## config.mk

```make
export PLATFORM = sky130hd
export DESIGN_NAME = subtract_32bit_flat
export DESIGN_NICKNAME = d
export VERILOG_FILES = /design/src/rtl/subtract_32bit_if.sv /design/src/rtl/subtract_32bit.sv /design/src/flat_wrapper.sv
export SDC_FILE = /design/constraint.sdc
export NUM_CORES = 1
export LEC_CHECK = 0
export ABC_CLOCK_PERIOD_IN_PS = 1350
export BUFFER_PORTS_ARGS = -buffer_cell sky130_fd_sc_hd__buf_4
export CORE_MARGIN = 5
export CORE_UTILIZATION = 31
export CTS_BUF_LIST = sky130_fd_sc_hd__clkbuf_4
export CTS_CLUSTER_SIZE = 12
export DETAILED_ROUTE_END_ITERATION = 6
export MAX_ROUTING_LAYER = met4
export PLACE_DENSITY_LB_ADDON = 0.2
export SLEW_MARGIN = 20
export SYNTH_ARGS = -nofsm -noshare
export SYNTH_HDL_FRONTEND = slang
export SYNTH_SLANG_ARGS = --single-unit
```

## constraint.sdc

```tcl
create_clock -name clk -period 1.35 [get_ports clk]
set_input_delay 0.135 -clock clk [delete_from_list [all_inputs] [get_ports clk]]
set_output_delay 0.135 -clock clk [all_outputs]
set_load 0.005 [all_outputs]
```

## src/rtl/subtract_32bit_if.sv

```systemverilog
// Operand/result bundle for the registered subtractor.
// Flag signals exist only when SUB_FLAGS_EN is defined.
interface subtract_32bit_if #(parameter int WIDTH = 32);
    logic             in_valid;
    logic [WIDTH-1:0] a;
    logic [WIDTH-1:0] b;
    logic             out_valid;
    logic [WIDTH-1:0] diff;
    logic             cout;
`ifdef SUB_FLAGS_EN
    logic             zero;
    logic             neg;
    logic             ovf;
    logic             lt;
`endif

`ifdef SUB_FLAGS_EN
    modport master (
        output in_valid, a, b,
        input  out_valid, diff, cout, zero, neg, ovf, lt
    );
    modport slave (
        input  in_valid, a, b,
        output out_valid, diff, cout, zero, neg, ovf, lt
    );
`else
    modport master (
        output in_valid, a, b,
        input  out_valid, diff, cout
    );
    modport slave (
        input  in_valid, a, b,
        output out_valid, diff, cout
    );
`endif
endinterface

```

## src/rtl/subtract_32bit.sv

```systemverilog
// Registered subtractor: {cout, diff} = a + ~b + 1 over rippled 4-bit CLA groups, 1-cycle latency.
// Optional zero/neg/ovf/lt flag outputs are built when SUB_FLAGS_EN is defined.
module subtract_32bit #(
    parameter int WIDTH = 32
) (
    input logic            clk,
    input logic            rst_n,
    subtract_32bit_if.slave bus
);

    localparam int GROUPS = WIDTH / 4;

    logic [WIDTH-1:0] b_inv;
    logic [WIDTH-1:0] sum;
    logic [GROUPS:0]  group_carry;

    logic             out_valid_q;
    logic [WIDTH-1:0] diff_q;
    logic             cout_q;

    // Full lookahead inside a group: every carry is a sum of products of g/p and the group carry-in.
    function automatic logic [4:0] cla4(
        input logic [3:0] x,
        input logic [3:0] y,
        input logic       ci
    );
        logic [3:0] g;
        logic [3:0] p;
        logic [4:0] c;
        logic       prod;
        g    = x & y;
        p    = x ^ y;
        c    = 5'b0;
        c[0] = ci;
        for (int j = 0; j < 4; j++) begin
            c[j+1] = g[j];
            prod   = p[j];
            for (int k = j - 1; k >= 0; k--) begin
                c[j+1] = c[j+1] | (g[k] & prod);
                prod   = prod & p[k];
            end
            c[j+1] = c[j+1] | (prod & ci);
        end
        return {c[4], p ^ c[3:0]};
    endfunction

    assign b_inv          = ~bus.b;
    assign group_carry[0] = 1'b1;

    for (genvar gi = 0; gi < GROUPS; gi++) begin : g_cla
        assign {group_carry[gi+1], sum[gi*4 +: 4]} =
            cla4(bus.a[gi*4 +: 4], b_inv[gi*4 +: 4], group_carry[gi]);
    end

    always_ff @(posedge clk or negedge rst_n) begin
        if (!rst_n) begin
            out_valid_q <= 1'b0;
            diff_q      <= '0;
            cout_q      <= 1'b0;
        end else begin
            out_valid_q <= bus.in_valid;
            if (bus.in_valid) begin
                diff_q <= sum;
                cout_q <= group_carry[GROUPS];
            end
        end
    end

    assign bus.out_valid = out_valid_q;
    assign bus.diff      = diff_q;
    assign bus.cout      = cout_q;

`ifdef SUB_FLAGS_EN
    logic zero_d;
    logic ovf_d;
    logic zero_q;
    logic neg_q;
    logic ovf_q;

    assign zero_d = (sum == '0);
    assign ovf_d  = (bus.a[WIDTH-1] != bus.b[WIDTH-1]) && (sum[WIDTH-1] != bus.a[WIDTH-1]);

    always_ff @(posedge clk or negedge rst_n) begin
        if (!rst_n) begin
            zero_q <= 1'b0;
            neg_q  <= 1'b0;
            ovf_q  <= 1'b0;
        end else if (bus.in_valid) begin
            zero_q <= zero_d;
            neg_q  <= sum[WIDTH-1];
            ovf_q  <= ovf_d;
        end
    end

    assign bus.zero = zero_q;
    assign bus.neg  = neg_q;
    assign bus.ovf  = ovf_q;
    assign bus.lt   = neg_q ^ ovf_q;
`endif

endmodule

```

## src/flat_wrapper.sv

```systemverilog
// flat-port wrapper written by rule: the top's interface ports become plain ports
module subtract_32bit_flat 
#(
    parameter int WIDTH = 32
)
  (clk, rst_n, bus_in_valid, bus_a, bus_b, bus_out_valid, bus_diff, bus_cout);
  subtract_32bit_if #(.WIDTH(WIDTH)) bus_i ();
  input logic clk;
  input logic rst_n;
  input wire logic [$bits(bus_i.in_valid)-1:0] bus_in_valid;
  input wire logic [$bits(bus_i.a)-1:0] bus_a;
  input wire logic [$bits(bus_i.b)-1:0] bus_b;
  output wire logic [$bits(bus_i.out_valid)-1:0] bus_out_valid;
  output wire logic [$bits(bus_i.diff)-1:0] bus_diff;
  output wire logic [$bits(bus_i.cout)-1:0] bus_cout;
  assign bus_i.in_valid = bus_in_valid;
  assign bus_i.a = bus_a;
  assign bus_i.b = bus_b;
  assign bus_out_valid = bus_i.out_valid;
  assign bus_diff = bus_i.diff;
  assign bus_cout = bus_i.cout;
  subtract_32bit #(.WIDTH(WIDTH)) u_core (.clk(clk), .rst_n(rst_n), .bus(bus_i));
endmodule
```

==> reports/summary.md, run 1 <==
Before CTS, the worst setup slack after placement is -1.19 ns. The tools report the final-stage net count as 595. In this run the cell area of the synthesized design comes to 2750 µm². Fraction of synthesis flops using an asynchronous set or reset pin: 1.00. The total routing resource utilization after global routing is 0.157, and the setup slack on the worst flop-to-flop path is 0.49 ns. The highest attainable clock frequency was 0.476 GHz. The first global-routing pass estimated 14000 µm of wire. The capture endpoint of the worst hold path is u_core.bus.out_valid. The initialized floorplan defines 34 standard-cell rows. Clock tree synthesis selected as its root buffer the cell sky130_fd_sc_hd__clkbuf_4. The worst hold path passes through 2 cells.

The number of hold-slack violations in the final timing report is 0, and the floorplan die width is 104 µm. Relative to the synthesized area, the layout overhead comes to 76.8%. The first detailed-routing pass ran for 4 iterations. The number of nets in the synthesized netlist was 410. The worst register-to-register path begins at u_core.bus.diff[19]. In this run the most critical hold path is launched from bus_in_valid. The count of inserted antenna diode cells was 0. The die extent in y works out to 104 µm.

The worst reg-to-reg path cell count works out to 1. In this run, the number of DRC markers left after iteration 0 of detailed routing was 61. The tools report the part of the total power dissipated in the clock network as 0.148. In this run the critical register-to-register path is captured at u_core.bus.diff[19].

Leaving out fill and tap cells, the most frequent cells in the layout are sky130_fd_sc_hd__buf_4 (172), sky130_fd_sc_hd__dfrtp_1 (34), sky130_fd_sc_hd__inv_1 (33). The number of global-route vias before repair was 3108; the clock-pin transition on the worst setup and hold timing paths was 0.10 ns. The tools report the placed cell count as 573.

Across the routed clock network, the largest skew measured is 0 ns. The sequential fraction of the synthesis area is 0.309, and the number of clock buffers inserted by TritonCTS is 5. The sum of overflow across all layers after global routing came out at 0.

The finished cells cover 4870 µm². The run gives 0.338 mV as the maximum vdd ir drop. Final core utilization: 0.561.

Wires add up to 8300 µm. On the final layout, the worst hold slack is 0.150 ns. STA classifies the critical path endpoint as a flip-flop. Timing startpoint of the critical path: bus_b[0]. The core region is 8680 µm². The switching power was 1.31 mW.

At the end of routability-driven placement, the weighted congestion stood at 0.816. Shortest period the worst path allows: 2.10 ns. The worst setup slack after layout was -0.753 ns. For this design the static power due to leakage is 2.38 nW. The highest net fanout along the worst path was 5; the number of sinks on the clock net was 34.

The final critical-path share of the clock period was 1.56; the final setup violation count was 29. The portion of synthesized cell area occupied by the leading cell type was 0.309; the fraction of power consumed by combinational cells was 0.510. For the overall die area, the log shows 10900 µm². After synthesis, the cell types taking the most area are sky130_fd_sc_hd__dfrtp_1 (31%), sky130_fd_sc_hd__ha_1 (15%), sky130_fd_sc_hd__inv_1 (6.8%), sky130_fd_sc_hd__mux2_2 (6.1%), sky130_fd_sc_hd__fa_1 (5.1%).

101 I/O pins were placed. In this run the worst hold path is classified as primary input to flip-flop. The sequential share of power was 0.341; the total cell area at the placement stage was 4380 µm².

Dividing total power by cell area gives a power density of 823 nW/µm². The switching portion of total power was 0.327; the HPWL after detailed placement was 6570 µm. The number of synthesized flops with an enable pin was 0; the port buffer count was 100. Clock latency of the later-clocked register in the worst-skew pair: 0.33 ns. The most used flip-flop cell after synthesis is sky130_fd_sc_hd__dfrtp_1.

The remaining number of nets flagged by the antenna check after routing was 0; the effective utilization at floorplan was 0.317. Number of antenna violations at the first check in global routing: 0. The checks that failed: setup timing.

The run finished, with violations left. TritonCTS built the clock tree. The deepest level of the CTS H-tree is 2. Setup repair after global routing could not meet its margin everywhere. At the pin with the least slew margin, the transition time is 0.465 ns. The largest net degree at the start of global routing came out at 35. STA classifies the critical path startpoint as a primary input. For the final instance count without filler cells, the log shows 596. The internal power of the cells totals 2.69 mW.

The required time at the worst-slack endpoint was 1.62 ns; the average wire per standard cell was 13.9 µm. For the number of buffers on the longest clock path, the log shows 2. After detailed routing, the number of remaining DRC violations is 0.

The routed layout has 2847 vias. The critical path is of the primary input to flip-flop type. The average cell area after synthesis is 9.08 µm², and the share of cells above drive strength 1 is 0.586.

The library cell used most frequently in the layout, excluding fill and tap cells, is sky130_fd_sc_hd__buf_4. Data arrives at the worst endpoint at 2.37 ns. The largest area contributor in the synthesized netlist was sky130_fd_sc_hd__dfrtp_1. Across the run, the number of max-cap violations was 0. Via-per-instance ratio: 4.78. The flop and latch count out of synthesis works out to 34. The headroom to the max-slew limit was 0.690; the synthesized instance count was 303. The logs give 47 for the post-synthesis cell type count and 0 for the count of yosys warnings during synthesis.

The tools report the final number of max-transition violations as 0.
## what timing repair did
| action | CTS | global route |
|---|---|---|
| hold endpoints to repair | 34 | 0 |
| pin swaps | 36 | 13 |
| endpoints found under the setup margin | 29 | 29 |
| hold buffers | 1 | 0 |
| gates cloned | 0 | 0 |
| buffers inserted | 13 | 5 |
| gates resized for setup | 54 | 14 |
## cells in the mapped netlist, types with 2 or more instances
cell,n
sky130_fd_sc_hd__o21ba_2,2
sky130_fd_sc_hd__nand3_1,8
sky130_fd_sc_hd__a21o_1,7
sky130_fd_sc_hd__a211oi_1,3
sky130_fd_sc_hd__fa_1,7
sky130_fd_sc_hd__ha_1,33
sky130_fd_sc_hd__and2_1,3
sky130_fd_sc_hd__or4_1,3
sky130_fd_sc_hd__mux2_2,15
sky130_fd_sc_hd__o21a_1,5
sky130_fd_sc_hd__a21boi_0,2
sky130_fd_sc_hd__clkbuf_1,7
sky130_fd_sc_hd__nor3_1,5
sky130_fd_sc_hd__inv_1,50
sky130_fd_sc_hd__a31oi_1,2
sky130_fd_sc_hd__a21oi_1,20
sky130_fd_sc_hd__nor4_1,3
sky130_fd_sc_hd__o31ai_1,3
sky130_fd_sc_hd__xnor2_1,13
sky130_fd_sc_hd__dfrtp_1,34
sky130_fd_sc_hd__o21ai_0,10
sky130_fd_sc_hd__and3_1,2
sky130_fd_sc_hd__xor2_1,3
sky130_fd_sc_hd__nand2_1,18
sky130_fd_sc_hd__nand4_1,6
sky130_fd_sc_hd__nor2_1,13
sky130_fd_sc_hd__o21ai_1,6
## state kept, by name (all words and copies together) (netlist names)
register	cells
u_core.bus.out_valid	1
u_core.bus.cout	1
u_core.bus.diff	32
## layout make-up
cell class	instances	area [µm²]
multi-input cells	211	2160
fillers	826	3810
repair buffers	185	1450
inverters	51	224
flip-flops and latches	34	851
well taps	108	135
clock buffers	7	52.6
## layer usage
layer / global-route usage / wire length [µm]
met2: 0.289 / 4470
met3: 0.0217 / 272
met1: 0.180 / 3460
met4: 0.0370 / 99
met5: - / 0
## worst max-delay path by stage
stage	cells past startpoint	to	slack, ns
floorplan	11	u_core.bus.diff[29]	-0.93
global placement	13	u_core.bus.diff[29]	-1.13
detailed placement	13	u_core.bus.diff[21]	-1.19
CTS	12	u_core.bus.diff[28]	-0.73
global route	12	u_core.bus.diff[28]	-0.83
finish	12	u_core.bus.diff[28]	-0.75
## worst max-delay path, cell delays in order
cell	delay, ns
sky130_fd_sc_hd__buf_8	0.10
sky130_fd_sc_hd__inv_4	0.04
sky130_fd_sc_hd__ha_4	0.19
sky130_fd_sc_hd__o211a_1	0.22
sky130_fd_sc_hd__o21a_1	0.19
sky130_fd_sc_hd__a21o_4	0.23
sky130_fd_sc_hd__a32oi_1	0.21
sky130_fd_sc_hd__nand3_1	0.14
sky130_fd_sc_hd__a21o_1	0.19
sky130_fd_sc_hd__a21oi_2	0.14
sky130_fd_sc_hd__fa_2	0.45
sky130_fd_sc_hd__o21ai_2	0.13
## power by group through the flow
stage,Clock (mW),Combinational [mW],Sequential [mW]
after floorplan,0,0.817,1.38
after global placement,0,1.76,1.39
after detailed placement,0,1.80,1.39
after CTS,0.617,1.99,1.37
after global routing,0.662,2.24,1.40
final,0.594,2.04,1.37
## through the flow
step	TNS [ns]	total power, mW
floorplan	-15.69	2.20
global placement	-24.06	3.15
detailed placement	-25.02	3.18
CTS	-12.55	3.98
global route	-15.36	4.30
finish	-13.52	4.00
## cell families (layout without fill, tap and decap cells)
group / after synthesis / count (layout) / synth area share
muxes: 16 / 16 / 0.0650
xor gates and xnor gates: 16 / 16 / 0.0509
and+or+nand+nor: 64 / 64 / 0.113
DFF: 34 / 34 / 0.309
adders and majority gates: 40 / 40 / 0.201
buffers and inverters: 58 / 243 / 0.0791
AOI/OAI and AO/OA: 75 / 75 / 0.182
(Power assumes the default switching activity.)
==> run 2, diff against run 1 <==
--- a/config.mk
+++ b/config.mk
@@ -13,7 +13,7 @@
 export CTS_CLUSTER_SIZE = 12
 export DETAILED_ROUTE_END_ITERATION = 6
 export MAX_ROUTING_LAYER = met4
-export PLACE_DENSITY_LB_ADDON = 0.2
+export PLACE_DENSITY = 0.65
 export SLEW_MARGIN = 20
 export SYNTH_ARGS = -nofsm -noshare
 export SYNTH_HDL_FRONTEND = slang
==> run 2 against run 1 <==
The flow still finishes with violations (setup timing). Utilization increased by 1.3 points. Non-clock buffer count unchanged. Combinational power rose by 3%. Clock skew unchanged. Critical endpoint is now u_core.bus.diff[25]. Highest routed layer unchanged.
==> reports/summary.md, run 2 (synthesis gave the netlist of run 1 again) <==
Before antenna repair, the detailed router went through 4 iterations. The final critical-path share of the clock period was 1.57. The logs give 0 for the DRC violation count after routing and 0.673 for the headroom to the max-slew limit. The congestion estimate from routability-driven global placement came to 0.835. TritonCTS built the clock tree. The share of cells above drive strength 1 is 0.591. For this block, the routed nets add up to 8700 µm of wire.

The run gives 0.179 ns as the worst hold margin. The number of antenna violations at the first check in global routing was 0. After filler insertion, the fill cell instance count of the layout stands at 778.

Dividing the detail-routed via count by the number of cells gives 4.79. The count of buffers added on input and output ports is 100. Global-route wire length before repair: 14300 µm.

The register cell area after layout is 851 µm². Timing analysis after detailed placement gives a worst setup slack of -1.22 ns. The tools report the worst setup slack after layout as -0.775 ns. In the final routed layout, each cell accounts on average for 14.6 µm. The count of nets left with antenna violations once routing finished came out at 0. The repair_antennas step left the layout with diodes totalling 0. Summing over every cut layer, the via total after detailed routing is 2858. The tools report the number of design-rule violations left by the first detailed-router iteration as 60. The core region is 8680 µm². STA classifies the critical path endpoint as a flip-flop. The net count of the finished layout is 595. The clock-pin transition on the worst setup and hold timing paths works out to 0.11 ns. On the critical path, the stage with the largest delay is an instance of sky130_fd_sc_hd__fa_2.

The largest net degree at the start of global routing is 35. The floorplan die width is 104 µm, and the total power per unit cell area is 814 nW/µm². The analysis attributes to cell leakage a power of 2.41 nW.

The most common cell type on the critical path is sky130_fd_sc_hd__buf_4. For the number of global-route vias before repair, the log shows 3086. The setup path with the least slack is of type primary input to flip-flop. The tools report the number of hold-slack violations in the final timing report as 0.

Traced cell by cell, the critical path runs through buf_4 > inv_1 > ha_1 > nand4_1 > buf_4 > nor3_2 > buf_4 > a21oi_4 > a211oi_2 > o21a_1 > nor2_2 > fa_2 > xnor2_1 > mux2_2. Number of flip-flops in the largest register: 32. The die covers 10900 µm². The logs give 2210 µm² for the combined area of the multi-input logic cells and 0 for the sum of overflow across all layers after global routing. In the layout the commonest cells are sky130_fd_sc_hd__buf_4 (156), sky130_fd_sc_hd__inv_1 (36), sky130_fd_sc_hd__dfrtp_1 (34).

The tool flagged a number of max-cap violations equal to 0. The total routing resource utilization after global routing is 0.161. The checks that failed: setup timing.

The run gives 34 as the number of sinks on the clock net. The flow ran to the end, but the final reports show violations. The tools report the nature of the critical path startpoint as a primary input. The number of clock buffers inserted by TritonCTS is 5. The run gives 2.34 ns as the worst path arrival time.

In this run the clock root is driven by a sky130_fd_sc_hd__clkbuf_4. Once detailed placement completed, the half-perimeter wirelength came to 6710 µm. The tools report the final setup violation count as 29. Of all nets on the critical path, the largest fanout is 2. The path class of the tightest hold or removal check is primary input to flip-flop. In this run the count of I/O pins placed on the die edge is 101.

The die is 104 µm tall. Setup repair after global routing could not meet its margin everywhere. Between clock sinks in the finished design, the worst skew comes to 0 ns. The slew at the pin with the worst max-slew slack is 0.490 ns, and the required time at the worst-slack endpoint is 1.57 ns. The worst-case IR drop observed on VDD is 0.333 mV. Highest attainable clock frequency: 0.471 GHz.

The final core utilization was 0.574. Compared with the post-synthesis result, the final layout area differs by 80.9%. The longest clock path from root to sink contains 2 buffers. The worst path needs 2.13 ns of the cycle, external delays included. The deepest level of the CTS H-tree came out at 2.

The library cell used most frequently in the layout, excluding fill and tap cells, is sky130_fd_sc_hd__buf_4. After floorplanning, the core was divided into 34 placement rows. The effective utilization at floorplan was 0.317.

The final number of max-transition violations was 0; the stage delay of the slowest cell on the critical path was 0.33 ns. Clock latency of the later-clocked register in the worst-skew pair: 0.32 ns.
## run 2: final cells by class
| type | count | share of cell area |
|---|---|---|
| multi-input cells | 211 | 0.444 |
| repair buffers | 185 | 0.302 |
| flip-flops and latches | 34 | 0.171 |
| inverters | 51 | 0.0455 |
| well taps | 108 | 0.0271 |
| clock buffers | 6 | 0.00905 |
| clock inverters | 2 | 0.00176 |
## run 2: metal layers
layer	part of all wire	wire length [µm]	vias up	global-route usage
met5	0	0	-	-
met4	0.0098	85	0	0.0268
met3	0.035	306	8	0.0310
met2	0.54	4690	59	0.288
met1	0.42	3610	1366	0.189
li1	-	-	1425	-
## run 2: stage by stage
| stage | TNS [ns] | power [mW] | cells | cell area (µm²) |
|---|---|---|---|---|
| finish | -13.82 | 4.05 | 597 | 4980 |
| global route | -15.98 | 4.36 | 597 | 4980 |
| CTS | -14.83 | 4.06 | 598 | 4890 |
| detailed placement | -24.84 | 3.18 | 575 | 4380 |
| global placement | -24.18 | 3.14 | 575 | 4380 |
| floorplan | -15.69 | 2.20 | 303 | 2990 |
## run 2: worst paths after layout
kind	startpoint	to	slack, ns	cells after the start
max	bus_b[8]	u_core.bus.diff[25]	-0.78	14
min reg2reg	u_core.bus.diff[4]	u_core.bus.diff[4]	0.49	2
min	bus_a[31]	u_core.bus.cout	0.18	4
max reg2reg	u_core.bus.diff[19]	u_core.bus.diff[19]	0.49	1
max in group asynchronous	rst_n	u_core.bus.diff[2]	0.71	2
min in group asynchronous	rst_n	u_core.bus.diff[3]	0.30	2
## run 2: timing repair
item,CTS,global route
setup buffers,18,9
setup endpoints to repair,29,29
gates cloned,0,0
hold buffers,1,0
gates resized for setup,72,33
pin swaps,41,30
hold endpoints to repair,34,0
## run 2: worst max-delay path: cells and delay by family
kind | cells | cell delay, ns
mux | 1 | 0.27
buf+inv | 4 | 0.43
simple gates | 3 | 0.28
compound gates | 3 | 0.48
xor+xnor | 1 | 0.13
fa+ha+maj | 2 | 0.62
## run 2: where the power goes
part / switching, mW / leakage, nW / total [mW] / internal, mW
combinational: 0.853 / 1.97 / 2.11 / 1.25
clock: 0.365 / 0.0331 / 0.581 / 0.216
sequential: 0.130 / 0.404 / 1.36 / 1.23
==> run 3, diff against run 2 <==
--- a/config.mk
+++ b/config.mk
@@ -5,11 +5,11 @@
 export SDC_FILE = /design/constraint.sdc
 export NUM_CORES = 1
 export LEC_CHECK = 0
-export ABC_CLOCK_PERIOD_IN_PS = 1350
+export ABC_CLOCK_PERIOD_IN_PS = 2550
 export BUFFER_PORTS_ARGS = -buffer_cell sky130_fd_sc_hd__buf_4
 export CORE_MARGIN = 5
 export CORE_UTILIZATION = 31
-export CTS_BUF_LIST = sky130_fd_sc_hd__clkbuf_4
+export CTS_BUF_LIST = sky130_fd_sc_hd__clkbuf_8 sky130_fd_sc_hd__clkbuf_16
 export CTS_CLUSTER_SIZE = 12
 export DETAILED_ROUTE_END_ITERATION = 6
 export MAX_ROUTING_LAYER = met4
==> constraint.sdc (replaced) <==
create_clock -name clk -period 2.55 [get_ports clk]
set_input_delay 0.255 -clock clk [delete_from_list [all_inputs] [get_ports clk]]
set_output_delay 0.255 -clock clk [all_outputs]
set_load 0.005 [all_outputs]
==> run 3 against run 2 <==
The flow now finishes without violations. Utilization decreased by 10 points. Clock skew stayed put. Power decreased by 50%. Cell count decreased by 6.4%. Global-route usage down 1.5 points. Highest routed layer unchanged.
==> reports/summary.md, run 3 (synthesis gave the netlist of run 1 again) <==
At the worst endpoint, the arrival time is 2.67 ns. In this run the standard cell core region covers 8680 µm². The number of hold-slack violations in the final timing report was 0. Counting along the longest clock path gives a buffer depth of 2.

The number of fillers in the final layout was 879. The logs give 75 for the number of design-rule violations left by the first detailed-router iteration and 6330 µm for the HPWL after detailed placement. The tools report the effective utilization at floorplan as 0.317.

Worst flop-to-flop path startpoint: u_core.bus.diff[19]. Counting every sink on the clock net gives 34. Total power consumption of the routed design: 2.01 mW. The worst setup path is launched from a primary input. The number of antenna diodes in the final layout is 0. The register with the most flip-flops in the layout has 32 of them.

The slew at the pin with the worst max-slew slack is 0.478 ns, and the weighted congestion at the end of routability-driven global placement is 0.848. The part of the total power dissipated in the clock network was 0.217; the switching portion of total power was 0.319. For the placed cell count, the log shows 548. The tools report the via count as 2697.

In this design, the largest share of critical-path delay is due to compound AO/OA/AOI/OAI gates. The average wire per standard cell was 13.8 µm. IR analysis of the VDD net gives a maximum drop of 0.269 mV. Port buffer count: 100.

The flow ran to the end, and the final reports show no timing, DRC or antenna violations. The final instance count without filler cells is 559, and the shortest period the worst path allows is 2.46 ns. After detailed placement, the total cell area comes to 3950 µm².

Summed over all layers, the routed wires come to 7730 µm. The required time at the worst-slack endpoint is 2.76 ns, and the via-per-instance ratio is 4.82. The library cell used most frequently in the layout, excluding fill and tap cells, is sky130_fd_sc_hd__buf_4. The share of cells above drive strength 1 is 0.404.

The slowest stage of the critical path is the sky130_fd_sc_hd__fa_1 cell. The headroom to the max-slew limit is 0.681. The H-tree was split into 2 levels. Counting both buffers and inverters, the worst setup path holds a total of 2.

The total routing resource utilization after global routing was 0.146. The library cells used most frequently in the layout, excluding fill and tap cells, are sky130_fd_sc_hd__buf_4 (145), sky130_fd_sc_hd__inv_1 (50), sky130_fd_sc_hd__dfrtp_1 (34). The fraction of power consumed by combinational cells is 0.424, and the final setup violation count is 0. The tools report the clock latency of the later-clocked register in the worst-skew pair as 0.28 ns.

The final critical-path share of the clock period was 0.966; the global-route wire length before repair was 13000 µm. Clock tree synthesis inserted a total of 5 buffers. The signal on the critical path passes through buf_4 > inv_1 > ha_1 > o211a_1 > o21a_1 > a21o_4 > a32oi_2 > nand3_1 > a21o_1 > a21oi_1 > fa_1 > o21ai_0.

The DRC violation count after routing came out at 0. The number of I/O pins is 101, and the setup slack on the worst flop-to-flop path is 1.68 ns. In this run the power density over the cells is 488 nW/µm². The number of antenna violations at the first check in global routing came out at 0. After global routing the overflow that remains totals 0. The tools report the final number of max-transition violations as 0. For this run, the detailed router's first-pass iteration total came to 4.

The layout-stage area growth over the synthesis result is 49.5%. Between clock sinks in the finished design, the worst skew comes to 0 ns. The largest net degree at the start of global routing was 35; the floorplan die width was 104 µm. The final core utilization is 0.474, and the count of max-cap constraint violations is 0. In this run the critical register-to-register path is captured at u_core.bus.diff[19]. The worst reg-to-reg path cell count was 1.

The row count is 34, and the total stage count of the critical path is 12. The timing startpoint of the critical path was bus_b[0]. The number of global-route vias before repair was 2864; the stage delay of the slowest cell on the critical path was 0.45 ns. Summed over all nets, the switching power comes to 0.640 mW. The run gives 10900 µm² as the overall die area. The setup path with the least slack is of type primary input to flip-flop. Sequential share of power: 0.359. From bottom edge to top edge, the die measures 104 µm.

In this run the worst setup path terminates at u_core.bus.diff[28]. TritonCTS built the clock tree. Clock-pin slew was measured on the worst setup and hold paths at 0.08 ns.

The path class of the tightest hold or removal check is primary input to flip-flop. The worst setup path is captured at a flip-flop. Root cell of the clock tree: sky130_fd_sc_hd__clkbuf_8. In this run the worst path has a maximum fanout of 5.

Internal power comes to 1.37 mW. The final layout contains 557 nets. Based on the critical path, the design can be clocked at up to 0.406 GHz. The analysis attributes to cell leakage a power of 2.14 nW. After routing the design area is 4120 µm². The detail route stage leaves a number of antenna-violating nets equal to 0.
==> run 3: cell types whose count changed in the layout (fill, tap and decap cells not counted), moves of 7 or more <==
cell	delta
sky130_fd_sc_hd__fa_2	-7
sky130_fd_sc_hd__fa_1	+7
sky130_fd_sc_hd__o21ai_0	+8
sky130_fd_sc_hd__mux2_4	-8
sky130_fd_sc_hd__buf_4	-11
sky130_fd_sc_hd__ha_4	-16
sky130_fd_sc_hd__a21oi_1	+7
sky130_fd_sc_hd__buf_6	-25
sky130_fd_sc_hd__ha_1	+16
sky130_fd_sc_hd__inv_1	+14
sky130_fd_sc_hd__mux2_2	+8
==> run 3: through the flow <==
step	hold WS [ns]	worst slack, ns	TNS (ns)
final	0.297	0.0878	0
after detailed placement	0.256	-0.384	-1.85
after global placement	0.253	-0.278	-1.26
after floorplan	-0.0406	0.00101	0
after global routing	0.294	-0.0174	-0.0248
after CTS	0.299	0.0176	0
==> run 3: final cells by class <==
cell class                 instances  area (µm²)  area share
clock inverter                     2        12.5     0.00304
timing repair buffer             147        1110       0.270
clock buffer                       6        82.6      0.0201
sequential                        34         851       0.207
multi-input combinational        211        1730       0.421
inverter                          51         191      0.0465
tap                              108         135      0.0328
==> run 3: worst min-delay path by stage <==
| stage | startpoint | to | slack [ns] | cells past startpoint |
|---|---|---|---|---|
| after floorplan | rst_n | u_core.bus.cout | -0.04 | 0 |
| after global placement | rst_n | u_core.bus.diff[21] | 0.25 | 1 |
| after detailed placement | rst_n | u_core.bus.diff[21] | 0.26 | 1 |
| after CTS | bus_in_valid | u_core.bus.out_valid | 0.30 | 1 |
| after global routing | bus_in_valid | u_core.bus.out_valid | 0.29 | 1 |
| final | bus_in_valid | u_core.bus.out_valid | 0.30 | 1 |
==> run 3: power by group through the flow <==
stage / combinational, mW / clock [mW] / sequential, mW
final: 0.850 / 0.436 / 0.721
after detailed placement: 0.844 / 0 / 0.732
after global routing: 0.950 / 0.475 / 0.737
after global placement: 0.828 / 0 / 0.728
after CTS: 0.852 / 0.450 / 0.723
after floorplan: 0.382 / 0 / 0.731
==> run 3: what timing repair did <==
item,4_1_cts,5_1_grt
hold buffers,1,0
hold endpoints to repair,34,0
buffers inserted,0,2
pin swaps,0,4
gates resized for setup,1,8
endpoints found under the setup margin,1,6
==> run 3: routing by layer <==
| layer | vias to the layer above | global-route usage | part of all wire |
|---|---|---|---|
| met3 | 8 | 0.0341 | 0.049 |
| met1 | 1264 | 0.187 | 0.46 |
| li1 | 1352 | - | - |
| met4 | 0 | 0.0278 | 0.010 |
| met5 | - | - | 0 |
| met2 | 73 | 0.236 | 0.48 |
